[src/rtl/mfp_pmod_spi_transmitter.sv]
// SPI mode-0 serialiser: one DATA_WIDTH word per frame, MSB first, all outputs registered.
// A request waiting at the end of the inter-frame gap starts the next frame directly, so cs stays high exactly H cycles.
module mfp_pmod_spi_transmitter #(
  parameter int DATA_WIDTH  = 16,
  parameter int HALF_PERIOD = 4
) (
  input  logic                  clock,
  input  logic                  reset_n,
  input  logic [DATA_WIDTH-1:0] data,
  input  logic                  valid,
  output logic                  ready,
  output logic                  busy,
  output logic                  done,
  output logic                  cs,
  output logic                  sck,
  output logic                  mosi
);

  localparam logic [7:0] H_LOAD   = 8'(HALF_PERIOD - 1);
  localparam logic [5:0] LAST_BIT = 6'(DATA_WIDTH - 1);

  typedef enum logic [2:0] {IDLE, SETUP, SHIFT, HOLD, GAP} state_t;

  state_t                state, state_nxt;
  logic [7:0]            hp_cnt, hp_cnt_nxt;
  logic [5:0]            bit_cnt, bit_cnt_nxt;
  logic [DATA_WIDTH-1:0] shreg, shreg_nxt;
  logic                  ready_nxt, busy_nxt, done_nxt, cs_nxt, sck_nxt, mosi_nxt;
  logic                  hp_end, start;

  assign hp_end = (hp_cnt == 8'd0);

  always_ff @(posedge clock or negedge reset_n) begin
    if (!reset_n) begin
      state   <= IDLE;
      hp_cnt  <= 8'd0;
      bit_cnt <= 6'd0;
      shreg   <= '0;
      ready   <= 1'b1;
      busy    <= 1'b0;
      done    <= 1'b0;
      cs      <= 1'b1;
      sck     <= 1'b0;
      mosi    <= 1'b0;
    end else begin
      state   <= state_nxt;
      hp_cnt  <= hp_cnt_nxt;
      bit_cnt <= bit_cnt_nxt;
      shreg   <= shreg_nxt;
      ready   <= ready_nxt;
      busy    <= busy_nxt;
      done    <= done_nxt;
      cs      <= cs_nxt;
      sck     <= sck_nxt;
      mosi    <= mosi_nxt;
    end
  end

  always_comb begin
    state_nxt   = state;
    hp_cnt_nxt  = hp_end ? H_LOAD : hp_cnt - 8'd1;
    bit_cnt_nxt = bit_cnt;
    shreg_nxt   = shreg;
    ready_nxt   = ready;
    busy_nxt    = busy;
    done_nxt    = 1'b0;
    cs_nxt      = cs;
    sck_nxt     = sck;
    mosi_nxt    = mosi;
    start       = 1'b0;

    case (state)
      IDLE: begin
        hp_cnt_nxt = 8'd0;
        start      = valid && ready;
      end
      SETUP: begin
        if (hp_end) begin
          sck_nxt   = 1'b1;
          state_nxt = SHIFT;
        end
      end
      SHIFT: begin
        if (hp_end) begin
          sck_nxt = ~sck;
          // mosi only moves on the falling phase, keeping it stable across each rise
          if (sck) begin
            if (bit_cnt == LAST_BIT) begin
              mosi_nxt  = 1'b0;
              state_nxt = HOLD;
            end else begin
              mosi_nxt    = shreg[DATA_WIDTH-1];
              shreg_nxt   = {shreg[DATA_WIDTH-2:0], 1'b0};
              bit_cnt_nxt = bit_cnt + 6'd1;
            end
          end
        end
      end
      HOLD: begin
        if (hp_end) begin
          cs_nxt    = 1'b1;
          done_nxt  = 1'b1;
          state_nxt = GAP;
        end
      end
      GAP: begin
        if (hp_end) begin
          if (valid) begin
            start = 1'b1;
          end else begin
            ready_nxt = 1'b1;
            busy_nxt  = 1'b0;
            state_nxt = IDLE;
          end
        end
      end
      default: begin
        state_nxt = IDLE;
        ready_nxt = 1'b1;
        busy_nxt  = 1'b0;
        cs_nxt    = 1'b1;
        sck_nxt   = 1'b0;
        mosi_nxt  = 1'b0;
      end
    endcase

    if (start) begin
      state_nxt   = SETUP;
      hp_cnt_nxt  = H_LOAD;
      bit_cnt_nxt = 6'd0;
      shreg_nxt   = {data[DATA_WIDTH-2:0], 1'b0};
      mosi_nxt    = data[DATA_WIDTH-1];
      cs_nxt      = 1'b0;
      sck_nxt     = 1'b0;
      ready_nxt   = 1'b0;
      busy_nxt    = 1'b1;
    end
  end

endmodule

[config.mk]
export PLATFORM = sky130hd
export DESIGN_NAME = mfp_pmod_spi_transmitter
export DESIGN_NICKNAME = d
export VERILOG_FILES = /design/src/rtl/mfp_pmod_spi_transmitter.sv
export SDC_FILE = /design/constraint.sdc
export NUM_CORES = 1
export LEC_CHECK = 0
export ABC_AREA = 1
export ABC_CLOCK_PERIOD_IN_PS = 1900
export CAP_MARGIN = 40
export CORE_MARGIN = 10
export CORE_UTILIZATION = 25
export DETAILED_ROUTE_END_ITERATION = 12
export PLACE_DENSITY_LB_ADDON = 0.08
export SYNTH_ARGS = -nofsm -noshare
export SYNTH_HDL_FRONTEND = slang
export SYNTH_SLANG_ARGS = --single-unit
[constraint.sdc]
create_clock -name clock -period 1.9 [get_ports clock]
set_clock_uncertainty 0.1 [all_clocks]
set_input_delay 0.38 -clock clock [delete_from_list [all_inputs] [get_ports clock]]
set_output_delay 0.38 -clock clock [all_outputs]
set_load 0.02 [all_outputs]
======== After elaboration in Yosys (flattened, before gate mapping) ========
Cells that the tools add are included.
cells by class
  equality and inequality tests ........... 18
  reductions and logical operators ........ 16
  add/subtract/negate cells ............... 2
  mux-type cells .......................... 46
  bitwise operators ....................... 1
operators with widths
  operator                                                                 number
  16-bit two-way mux                                                       5
  6-bit two-way mux                                                        5
  3-bit two-way mux                                                        8
  8-bit two-way mux                                                        3
  3-bit inequality test, second input constant                             7
  1-bit two-way mux                                                        18
  3-bit case mux with 5 select lines                                       1
  4-bit OR reduction                                                       3
  1-bit case mux with 2 select lines                                       5
  3-bit AND reduction                                                      3
  8-bit zero test                                                          1
  2-bit by 1-bit inequality test with 1-bit output, second input constant  4
  8-bit AND reduction                                                      1
  8-bit by 1-bit subtractor with 8-bit output, second input constant       1
  6-bit by 1-bit adder with 6-bit output, second input constant            1
  3-bit by 2-bit equality test with 1-bit output, second input constant    2
  6-bit by 4-bit equality test with 1-bit output, second input constant    1
  2-bit nonzero test                                                       3
  2-bit inequality test, second input constant                             2
  4-bit AND reduction                                                      1
  3-bit by 1-bit equality test with 1-bit output, second input constant    1
  3-bit equality test, second input constant                               1
  3-bit zero test                                                          1
  1-bit case mux with 3 select lines                                       1
  other kinds (4)                                                          4
storage, ports and cells
  register bits ........................... 39
  output and inout port bits .............. 6

======== Depth between registers and ports, before layout ========
  depth in word-level cells ............... 6
  gate-level depth with buffers ........... 12
  gate-level depth less buffers ........... 11

======== Least setup slack after synthesis ========
No wires, ideal clock.
  kind .................................... reg-to-reg
  start point ............................. register hp_cnt[0]
  end point ............................... register mosi
  required time ........................... 1683 ps
  cell stages (with the launch flop) ...... 13
  arrival ................................. 1390 ps
  path buffers ............................ 1
  library setup time ...................... 117 ps
  setup slack ............................. 292 ps
  cells stage by stage .................... dfrtp_1 inv_1 ha_1 nand2_1 nor2_8 nand3_2 nand2_2 inv_2 buf_6 nand2_2 nand2_1 nand2_1 nand2_1
on the way
  cells in the longest elaborated chain, start to end .. 5
  elaborated cells between the ends (all ways) .. 8
  classes of those cells .................. 3 x eq/ne; 3 x mux; 2 x reduce/logical
ends and longest elaborated chain
  element                                                                                              line  RTL
  from (decl)                                                                                          25    logic [7:0] hp_cnt, hp_cnt_nxt;
  from (signal assigned)                                                                               47    hp_cnt <= hp_cnt_nxt;
  8-bit zero test (*)                                                                                  31    assign hp_end = (hp_cnt == 8'd0);
  1-bit two-way mux                                                                                    107   if (hp_end) begin
  1-bit case mux with 2 select lines                                                                   72    case (state)
  3-bit inequality test (no line) or 2-bit by 1-bit inequality test with 1-bit output (tied branches)  n/a
  3-bit AND reduction (no line)                                                                        n/a
  to (signal assigned)                                                                                 55    mosi <= mosi_nxt;
  to (decl)                                                                                            16    output logic mosi
Mark *: on every way between the ends. The rest lies on a longest branch, timed or not.
A chain may end at the register's enable or synchronous reset.

======== Worst setup path in the final report ========
  start point ............................. register mosi
  end point ............................... output mosi
No word-level cell between the ends.

==> results.md <==
* DIE WIDTH at 110.2 µm
* Source-to-sink clock delay at the later pin of the worst-skew pair at approximately 290 ps
* Wire per inst at 11.96 µm
* Worst reg2reg path endpoint: bit_cnt[0]
* CTS sink cnt at 38
* Number of hold violations in the final report at 0
* Highest fanout seen on the critical path at 2
* Number of distinct library cell variants in the gate-level netlist after synthesis at 30
* Post-DP HPWL at around 3.6 mm
* Area added between synthesis and finish at 28.45%
* Seq pwr share at between 30 and 40%
* Router iterations before antenna repair at 4
* Hold Crit Depth at 2
* Worst R2R Path Depth at 10
* Cell at the root of the clock tree: sky130_fd_sc_hd__clkbuf_8
* Weighted congestion reported at the end of routability-driven placement at roughly 0.74
* Cell area after technology mapping at roughly 2000 µm²
* Worst Max-Slew Pin Slew at around 430 ps
* Nets in the synthesized netlist at 273
* Count of flip-flops with a built-in enable after synthesis at 0
* Cell family with most CP delay: buffers and inverters
* Total Wirelength at between 4 and 5 mm
* Internal power at 2170 µW
* Worst path setup slack after routing at about 160 ps
* Combinational share of power at between 40% and 50%
* Per-instance average area after synthesis at a little over 8 µm²
* GR Util All Layers at roughly 8.5%
* Share of the yosys chip area belonging to registers at between 40% and 50%
* Vias in the first global route at between 1500 and 2000
* Final Core Density at 33.43%
* Hold_sp: mosi
* Switching Share at between 30% and 40%
* Num CTS Buffers at 5
* Worst Setup Start Kind: register
* Most frequent standard cell in the layout excluding fill and tap cells: sky130_fd_sc_hd__nand2_1
* Count of vias placed by the detailed router at 1703
* Crit path required time at 1420 ps
* Status: completed
* Max Root-Sink Buffers at 2
* Beginning of the worst register-to-register path: hp_cnt[0]
* Per-cell via count in the routed design at between 4 and 5
* Async set-reset flop share out of synthesis at 100.0%
* FMAX at 575.6 MHz
* Minimum hold slack at 397.8 ps
* Total count of max-transition violations in the final report at 0
* Maxcap violations at 0
* Cell Chain, Critical Path: clkdlybuf4s50_1
* I/O pin total at 25
* Height of the die at approximately 110 µm
* Number of instances in the synthesized netlist at between 200 and 300
* Flip-flop and latch count after synthesis at 38
* Count of buffers inserted at the top-level ports at 24
* Htree depth at 2
* Largest stage delay on the critical path at 610 ps
* WP buf/inv at 1
* Worst VDD drop at about 0.45 mV
* Dominant register cell in the synthesized netlist: sky130_fd_sc_hd__dfrtp_1
* Internal reg-to-reg setup slack at between 150 and 200 ps
* TritonCTS clock tree: yes
* Number of endpoints failing setup at the final stage at 0
* Overflow left after global routing at 0
* Cell Pwr Density at around 1400 nW/µm²
* Post-route DRC at 0
* End point of the worst hold path: mosi
* Number of nets in the layout at about 320
* Effective utilization at floorplan at a little over a quarter
* Max_slew headroom at 71.28%
* Warning count from the yosys run at 0
* Arr. time, crit path at 1260 ps
* Number of antenna violations at the first check in global routing at 0
* # diodes at 0
* Final critical-path share of the clock period at between 90% and 100%
* Number of standard-cell rows in the floorplan at 32
* Core region area at just under 8000 µm²
* Die footprint at between 10000 and 15000 µm²
* Shortest clock period the worst path allows after layout at between 1500 and 2000 ps
* Worst slack at placement at -38.80 ps
* Fraction of final layout cells sized beyond drive strength 1 at between 15 and 20%
* Net switching power figure at 1434 µW
* Drt first-iter violations at 73
* Maximum number of pins on one net before global-route repair at 22
* Setup repair after global routing missed its margin: false
* Share of power burned in the clock network at 19.1%
* Most used cells in the layout excluding fill and tap cells: sky130_fd_sc_hd__nand2_1 (77), sky130_fd_sc_hd__nand3_1 (39), sky130_fd_sc_hd__dfrtp_1 (36), sky130_fd_sc_hd__nor2_1 (23), sky130_fd_sc_hd__clkdlybuf4s50_1 (20)
* Launching element of the worst setup path: mosi
* Min-Delay Path Class: reg -> reg
* First-pass GRT wire length at a little over 8 mm
* Worst path slowest cell: sky130_fd_sc_hd__clkdlybuf4s50_1
* Start-to-end type of the worst setup path: reg -> out
* Antenna-violating nets left at 0
* Clock slew at reported path FFs at around 80 ps
* Static leakage at between 0.001 and 0.0015 µW
* Kind of end point of the critical path: output port
==> timing repair <==
action / CTS / global route
hold buffers: 1 / 0
pin swaps: 0 / 0
endpoints found under the setup margin: 2 / 2
setup buffers: 0 / 0
resized for setup: 2 / 2
hold endpoints to repair: 17 / 0
==> synth_stat cells, drive strengths merged, types with 2 or more instances <==
library cell | instances | area [µm²]
ha | 3 | 37.54
nand4 | 3 | 33.78
xor2 | 5 | 43.79
nor2 | 29 | 137.6
inv | 17 | 63.81
xnor2 | 5 | 43.79
o21ai | 7 | 35.03
nand2 | 83 | 331.6
nand3 | 40 | 205.2
a21oi | 2 | 10.01
dfstp | 2 | 52.55
buf | 8 | 55.05
dfrtp | 36 | 900.9
nor3 | 5 | 36.29
==> tightest hold or removal path: stages (launching register included) <==
cell and delay [ps]:
sky130_fd_sc_hd__dfrtp_1 360, sky130_fd_sc_hd__nand2_1 60, sky130_fd_sc_hd__nand2_1 50
==> power by group through the flow <==
stage               Combinational [µW]  Sequential (µW)  Clock, µW
floorplan                         1110             1340          0
global placement                  1650             1350          0
detailed placement                1630             1340          0
CTS                               1630             1320        718
global route                      1830             1360        752
finish                            1590             1320        690
==> final cells by class <==
class | count | area (µm²)
clock buffer | 5 | 68.82
clock inverter | 3 | 40.04
fill | 866 | 5197
inverter | 18 | 68.82
multi-input combinational | 187 | 954.7
sequential | 38 | 953.4
tap | 102 | 127.6
timing repair buffer | 43 | 396.6
==> worst max path at each step <==
stage                     depth (start not counted)  endpoint
final                                             1      mosi
after global routing                             10  state[1]
after CTS                                         1       sck
after detailed placement                         10      mosi
after global placement                           10      mosi
after floorplan                                  12      mosi
==> metrics by stage <==
| step | power, µW | area [µm²] | instances | TNS [ps] |
|---|---|---|---|---|
| floorplan | 2455 | 2032 | 251 | 0 |
| global placement | 2997 | 2487 | 387 | -45.40 |
| detailed placement | 2973 | 2487 | 387 | -177.5 |
| CTS | 3676 | 2604 | 396 | 0 |
| global route | 3950 | 2610 | 396 | 0 |
| finish | 3603 | 2610 | 396 | 0 |
==> kinds of logic (layout without fill, tap and decap cells) <==
kind of cell	Yosys count	count (layout)	share of synthesized area [%]
and+or+nand+nor	161	161	36.95
AOI/OAI and AO/OA	13	13	3.880
xor gates and xnor gates	10	10	4.310
buffers and inverters	26	69	6.096
DFF	38	38	46.92
adders and majority gates	3	3	1.847
==> state kept, by name (all words and copies together), names as in the netlist <==
register / count
bit_cnt: 6
busy: 1
cs: 1
done: 1
hp_cnt: 8
mosi: 1
ready: 1
sck: 1
shreg: 15
state: 3
==> layer usage <==
layer	routed length, µm	global-route usage, %	vias to the layer above
li1	-	-	883
met1	2231	10.61	786
met2	2211	13.72	26
met3	216	2.496	8
met4	78	3.303	0
met5	0	0	-
(Power assumes the default switching activity.)
